<file path="src/rtl/adc_scan_ctrl.sv">
// adc_scan_ctrl: scan sequencer for an ADC128S022-style 8-channel 12-bit serial ADC.
// It runs six SPI frames per scan, addressing channels 0,1,2,3,4,0. The converter
// returns the result of the previously addressed channel, so frame f carries
// channel f-1 and frame 0 is discarded. All five results are published together
// with a one-cycle end_o pulse.
module adc_scan_ctrl #(
    parameter int CLK_DIV  = 4,     // system clocks per SCLK half-period, >= 2
    parameter int SCAN_GAP = 1000   // idle clocks after end_o before the next scan
) (
    input  logic        clk_clk,
    input  logic        reset_reset_n,
    input  logic        en_i,
    output logic        adc_cs_n,
    output logic        adc_sclk,
    output logic        adc_din,
    input  logic        adc_dout,
    output logic [11:0] ain_ch0,
    output logic [11:0] ain_ch1,
    output logic [11:0] ain_ch2,
    output logic [11:0] ain_ch3,
    output logic [11:0] ain_ch4,
    output logic        end_o
);

    localparam int CNT_MAX = (CLK_DIV > SCAN_GAP) ? CLK_DIV : SCAN_GAP;
    localparam int CNT_W   = $clog2(CNT_MAX + 1);
    localparam logic [CNT_W-1:0] DIV_LAST   = CNT_W'(CLK_DIV - 1);
    localparam logic [CNT_W-1:0] GAP_LAST   = CNT_W'(SCAN_GAP - 1);
    localparam logic [2:0]       LAST_FRAME = 3'd5;

    typedef enum logic [2:0] {
        S_IDLE,
        S_CS_SETUP,
        S_SHIFT,
        S_CS_HOLD,
        S_GAP,
        S_DONE,
        S_WAIT
    } state_t;

    state_t           state, state_d;
    logic [CNT_W-1:0] cnt, cnt_d;        // clocks spent in the current phase
    logic             phase, phase_d;    // SHIFT only: 0 = SCLK low half, 1 = high half
    logic [3:0]       period, period_d;  // SCLK period within the frame, 0..15
    logic [2:0]       frame, frame_d;    // frame index within the scan, 0..5
    logic             sample;            // capture adc_dout on this edge
    logic             capture;           // move the shift register into a shadow
    logic [2:0]       chan;              // channel addressed by the upcoming frame
    logic             cs_n_d, sclk_d, din_d;
    logic [11:0]      shift_reg;
    logic [11:0]      shadow [5];

    // Next-state, counter and strobe logic of the frame sequencer.
    always_comb begin
        // NOTE: every output of this block gets a default first so no path can infer a latch.
        state_d  = state;
        cnt_d    = cnt + 1'b1;
        phase_d  = phase;
        period_d = period;
        frame_d  = frame;
        sample   = 1'b0;
        capture  = 1'b0;
        case (state)
            S_IDLE: begin
                cnt_d = '0;
                if (en_i) state_d = S_CS_SETUP;
            end
            S_CS_SETUP: begin
                if (cnt == DIV_LAST) begin
                    cnt_d    = '0;
                    state_d  = S_SHIFT;
                    phase_d  = 1'b0;
                    period_d = 4'd0;
                end
            end
            S_SHIFT: begin
                if (cnt == DIV_LAST) begin
                    cnt_d = '0;
                    if (!phase) begin
                        // End of the low half: this edge raises SCLK and samples DOUT.
                        phase_d = 1'b1;
                        sample  = (period >= 4'd4);
                    end else if (period == 4'd15) begin
                        state_d = S_CS_HOLD;
                        capture = (frame != 3'd0);
                    end else begin
                        phase_d  = 1'b0;
                        period_d = period + 4'd1;
                    end
                end
            end
            S_CS_HOLD: begin
                if (cnt == DIV_LAST) begin
                    cnt_d   = '0;
                    state_d = S_GAP;
                end
            end
            S_GAP: begin
                if (cnt == DIV_LAST) begin
                    cnt_d = '0;
                    if (frame < LAST_FRAME) begin
                        frame_d = frame + 3'd1;
                        state_d = S_CS_SETUP;
                    end else begin
                        state_d = S_DONE;
                    end
                end
            end
            S_DONE: begin
                cnt_d   = '0;
                frame_d = 3'd0;
                state_d = S_WAIT;
            end
            S_WAIT: begin
                if (cnt == GAP_LAST) begin
                    cnt_d   = '0;
                    state_d = S_IDLE;
                end
            end
            default: begin
                cnt_d   = '0;
                state_d = S_IDLE;
            end
        endcase
    end

    assign chan = (frame_d == LAST_FRAME) ? 3'd0 : frame_d;

    // Pin values for the next cycle; DIN only moves together with a falling SCLK.
    always_comb begin
        cs_n_d = 1'b1;
        sclk_d = 1'b1;
        din_d  = 1'b0;
        if (state_d == S_CS_SETUP || state_d == S_CS_HOLD) begin
            cs_n_d = 1'b0;
        end
        if (state_d == S_SHIFT) begin
            cs_n_d = 1'b0;
            sclk_d = phase_d;
            case (period_d)
                4'd2:    din_d = chan[2];
                4'd3:    din_d = chan[1];
                4'd4:    din_d = chan[0];
                default: din_d = 1'b0;
            endcase
        end
    end

    // Sequencer state and counters.
    always_ff @(posedge clk_clk or negedge reset_reset_n) begin
        if (!reset_reset_n) begin
            state  <= S_IDLE;
            cnt    <= '0;
            phase  <= 1'b0;
            period <= 4'd0;
            frame  <= 3'd0;
        end else begin
            // NOTE: sequential state uses non-blocking assignments so every flop sees pre-edge values.
            state  <= state_d;
            cnt    <= cnt_d;
            phase  <= phase_d;
            period <= period_d;
            frame  <= frame_d;
        end
    end

    // Registered ADC pins, glitch-free and idle-high on CS and SCLK.
    always_ff @(posedge clk_clk or negedge reset_reset_n) begin
        if (!reset_reset_n) begin
            adc_cs_n <= 1'b1;
            adc_sclk <= 1'b1;
            adc_din  <= 1'b0;
        end else begin
            adc_cs_n <= cs_n_d;
            adc_sclk <= sclk_d;
            adc_din  <= din_d;
        end
    end

    // DOUT shift register and per-channel shadows filled frame by frame.
    always_ff @(posedge clk_clk or negedge reset_reset_n) begin
        if (!reset_reset_n) begin
            shift_reg <= '0;
            // NOTE: the shadows are a small register file, cleared on reset so an aborted scan leaves nothing stale.
            for (int i = 0; i < 5; i++) shadow[i] <= '0;
        end else begin
            if (sample) shift_reg <= {shift_reg[10:0], adc_dout};
            if (capture) shadow[frame - 3'd1] <= shift_reg;
        end
    end

    // Coherent publish of all five channels with the end-of-scan pulse.
    always_ff @(posedge clk_clk or negedge reset_reset_n) begin
        if (!reset_reset_n) begin
            end_o   <= 1'b0;
            ain_ch0 <= '0;
            ain_ch1 <= '0;
            ain_ch2 <= '0;
            ain_ch3 <= '0;
            ain_ch4 <= '0;
        end else begin
            end_o <= (state == S_DONE);
            if (state == S_DONE) begin
                ain_ch0 <= shadow[0];
                ain_ch1 <= shadow[1];
                ain_ch2 <= shadow[2];
                ain_ch3 <= shadow[3];
                ain_ch4 <= shadow[4];
            end
        end
    end

endmodule

</file>
<file path="config.mk">
export PLATFORM = sky130hd
export DESIGN_NAME = adc_scan_ctrl
export DESIGN_NICKNAME = d
export VERILOG_FILES = /design/src/rtl/adc_scan_ctrl.sv
export SDC_FILE = /design/constraint.sdc
export NUM_CORES = 1
export LEC_CHECK = 0
export ABC_CLOCK_PERIOD_IN_PS = 7000
export CAP_MARGIN = 10
export CORE_UTILIZATION = 50
export DETAILED_ROUTE_END_ITERATION = 8
export GPL_TIMING_DRIVEN = 0
export PLACE_DENSITY = 0.83
export SYNTH_ARGS = -nofsm -noshare
export SYNTH_HDL_FRONTEND = slang
export SYNTH_SLANG_ARGS = --single-unit
</file>
<file path="constraint.sdc">
create_clock -name clk_clk -period 7 [get_ports clk_clk]
set_input_delay 0.7 -clock clk_clk [delete_from_list [all_inputs] [get_ports clk_clk]]
set_output_delay 0.7 -clock clk_clk [all_outputs]
set_load 0.01 [all_outputs]
</file>
==> summary.md <==
| Metric | Value |
|---|---|
| Status | complete, no violations |
| Max clock buf depth | 2 |
| Syn Area/Cell | 14.3 µm² |
| Worst R2R Setup Slack | 3980 ps |
| Fillers | 976 |
| Nets | 550 |
| Total number of yosys warnings | 0 |
| Most frequent cells in the layout | dfrtp_1, mux2_2, clkdlybuf4s50_1 |
| Antenna-violating nets left | 0 |
| Synthesized cell area | 6480 µm² |
| Reg2Reg Capture Point | adc_din$_DFF_PN0_ |
| Worst-Margin Slew | 883 ps |
| Final Hold Vio Count | 0 |
| Reg clk slew, reported paths | 60 ps |
| Hold slack | 394 ps |
| Vias in the first global route | 4,177 |
| Ys flop type | dfrtp_1 |
| Worst VDD drop | 0.000172 V |
| # DRC | 0 |
| FF-to-FF Start | cnt[0]$_DFF_PN0_ |
| Largest Register | shadow |
| Unrepaired setup endpoints after global routing | no |
| Final core occ | 63.7% |
| Drt total wl | 13,600 µm |
| Post-CTS Setup Repair Bufs | 0 |
| WL/cell | 18.8 µm |
| Skew-Pair Late Insertion Delay | 420 ps |
| I/O pin count | 68 |
| Overall Power | 1.92 mW |
| Tmin final | 3020 ps |
| Multi-input logic area | 2400 µm² |
| P&R area growth vs syn | 24.0% |
| Commonest non-fill, non-tap cell in the layout | dfrtp_1 |
| Synth async-reset ratio | 100% |
| Final-report setup violation count | 0 |
| Synthesized flop and latch total | 157 |
| Largest net degree at the start of global routing | 100 |
| Routed via count | 3,972 |
| Yosys top cell area share | 59.8% |
| Die height | 116 µm |
| Slew Viols, Final | 0 |
| First-pass GRT wire length | 22,300 µm |
| Cts hold-fix bufs | 0 |
| Post-synth EDFFs | 0 |
| Root Driver | clkbuf_16 |
| Final setup margin | 3980 ps |
| DR iter-0 viols | 189 |
| Resize count post-CTS | 0 |
| Worst reg-to-reg path cell count | 7 |
| Placer Congestion | 0.835 |
| Largest register FFs | 60 |
| CP startpoint kind | flop |
| Pwr/cell area | 239 nW/µm² |
| Hold WC Path Type | primary input to async pin |
| TNS Setup | 0 ps |
| Leakage power | 3.87 nW |
| Post-synthesis sequential area ratio | 60.6% |
| Core box area | 12,600 µm² |
| Max-Slew Margin vs Limit | 41.2% |
| Core Rows | 41 |
| Synth top area cells | dfrtp_1, mux2_2, nor2_1 |
| Clock Skews | 8.58 ps |
| Port buffer count | 67 |
| Critical path arrival | 3340 ps |
| TritonRoute pass-1 iters | 4 |
| Initial antenna violation count | 0 |
| H-tree Lvls | 4 |
| CP Class | flop to flop |
| Fin crit share | 43.2% |
| Total track usage | 22.6% |
| Max stage delay on crit path | 570 ps |
| Worst Path Required | 7310 ps |
| Die W | 116 µm |
| Antenna diodes | 0 |
| Global route overflow | 0 |
| Mapped Nets | 463 |
| Share of cells above drive strength 1 | 35.6% |
| Max FO, Critical Path | 5 |
| Initial Util | 51.4% |
| Clk sinks | 157 |
| Max-Cap Viols | 0 |
| Crit-path cells | ha_1, or3b_2, or3_4, o41ai_1, and2_1, mux2_1, a221oi_2 |
| CTS tree | done |
| Worst Setup End Kind | flop |
| DP HPWL | 8760 µm |
| Register area | 3930 µm² |
| Yosys top cell by area | dfrtp_1 |
| Dpl ws | 4090 ps |
| Fmax | 331 MHz |
| Crit-path slowest cell | or3b_2 |
| Die ar. | 13,400 µm² |
| Cells after Synth | 454 |
| Post-synth cell types | 53 |
| DR vias/cell | 5.47 |
| TritonCTS buffer count | 17 |
## final cells by class
type	count	area share [%]
Sequential cell	157	48.9
Multi-Input combinational cell	267	29.9
Timing Repair Buffer	68	8.70
Clock buffer	21	5.73
Tap cell	172	2.68
Clock inverter	11	2.24
Buffer	20	1.43
Inverter	10	0.467
## layer usage
| metal | track usage, % | wire length [µm] |
|---|---|---|
| met1 | 30.6 | 6270 |
| met2 | 36.1 | 6580 |
| met3 | 4.45 | 509 |
| met4 | 9.23 | 275 |
| met5 | 0 | 0 |
## power by group
| group | internal, mW | switching (mW) |
|---|---|---|
| Clock | 0.622 | 0.367 |
| Sequential | 0.908 | 0.00132 |
| Combinational | 0.00359 | 0.0171 |
## worst max path at each step
stage | cells past startpoint | endpoint | startpoint | slack, ps
floorplan | 7 | adc_din$_DFF_PN0_ | cnt[0]$_DFF_PN0_ | 4400
global placement | 1 | ain_ch3[6]$_DFFE_PN0N_ | reset_reset_n | -680
detailed placement | 8 | shadow[20]$_DFFE_PN0P_ | cnt[0]$_DFF_PN0_ | 4090
CTS | 7 | adc_din$_DFF_PN0_ | cnt[0]$_DFF_PN0_ | 3920
global route | 7 | adc_din$_DFF_PN0_ | cnt[0]$_DFF_PN0_ | 3820
finish | 7 | adc_din$_DFF_PN0_ | cnt[0]$_DFF_PN0_ | 3980
## cell usage after synthesis (all sizes together), types with 3 or more instances
| master | number |
|---|---|
| nand2 | 13 |
| a21oi | 7 |
| or4 | 3 |
| nor2 | 19 |
| buf | 11 |
| inv | 10 |
| o21ai | 7 |
| mux2 | 133 |
| ha | 5 |
| nand3 | 13 |
| clkbuf | 9 |
| xnor2 | 6 |
| xor2 | 4 |
| nor3 | 9 |
| nor4 | 6 |
| dfrtp | 155 |
| or3b | 3 |
| nand4 | 5 |
| nand3b | 3 |
## worst max-delay path, delay by kind of cell, from the launching register on
| kind | cells | cell delay (ps) |
|---|---|---|
| and+or+nand+nor | 3 | 1210 |
| AOI/OAI and AO/OA | 2 | 680 |
| muxes | 1 | 360 |
| adders and majority gates | 1 | 270 |
| DFF | 1 | 380 |
## per-stage QoR
step | cells | area, µm²
3_5_place_dp | 694 | 7400
5_1_grt | 726 | 8040
2_1_floorplan | 454 | 6480
3_3_place_gp | 693 | 7370
4_1_cts | 726 | 8040
6_report | 726 | 8040
## logic make-up (layout without fill, tap and decap cells)
group,Yosys count,in the layout,synth area share [%]
simple gates,84,84,7.62
flops,157,157,60.6
buf+inv,30,130,2.35
mux,135,135,23.4
fa+ha+maj,5,5,0.965
xor+xnor,10,10,1.35
compound gates,33,33,3.69
Note: power is estimated with default switching activity, not from simulation.
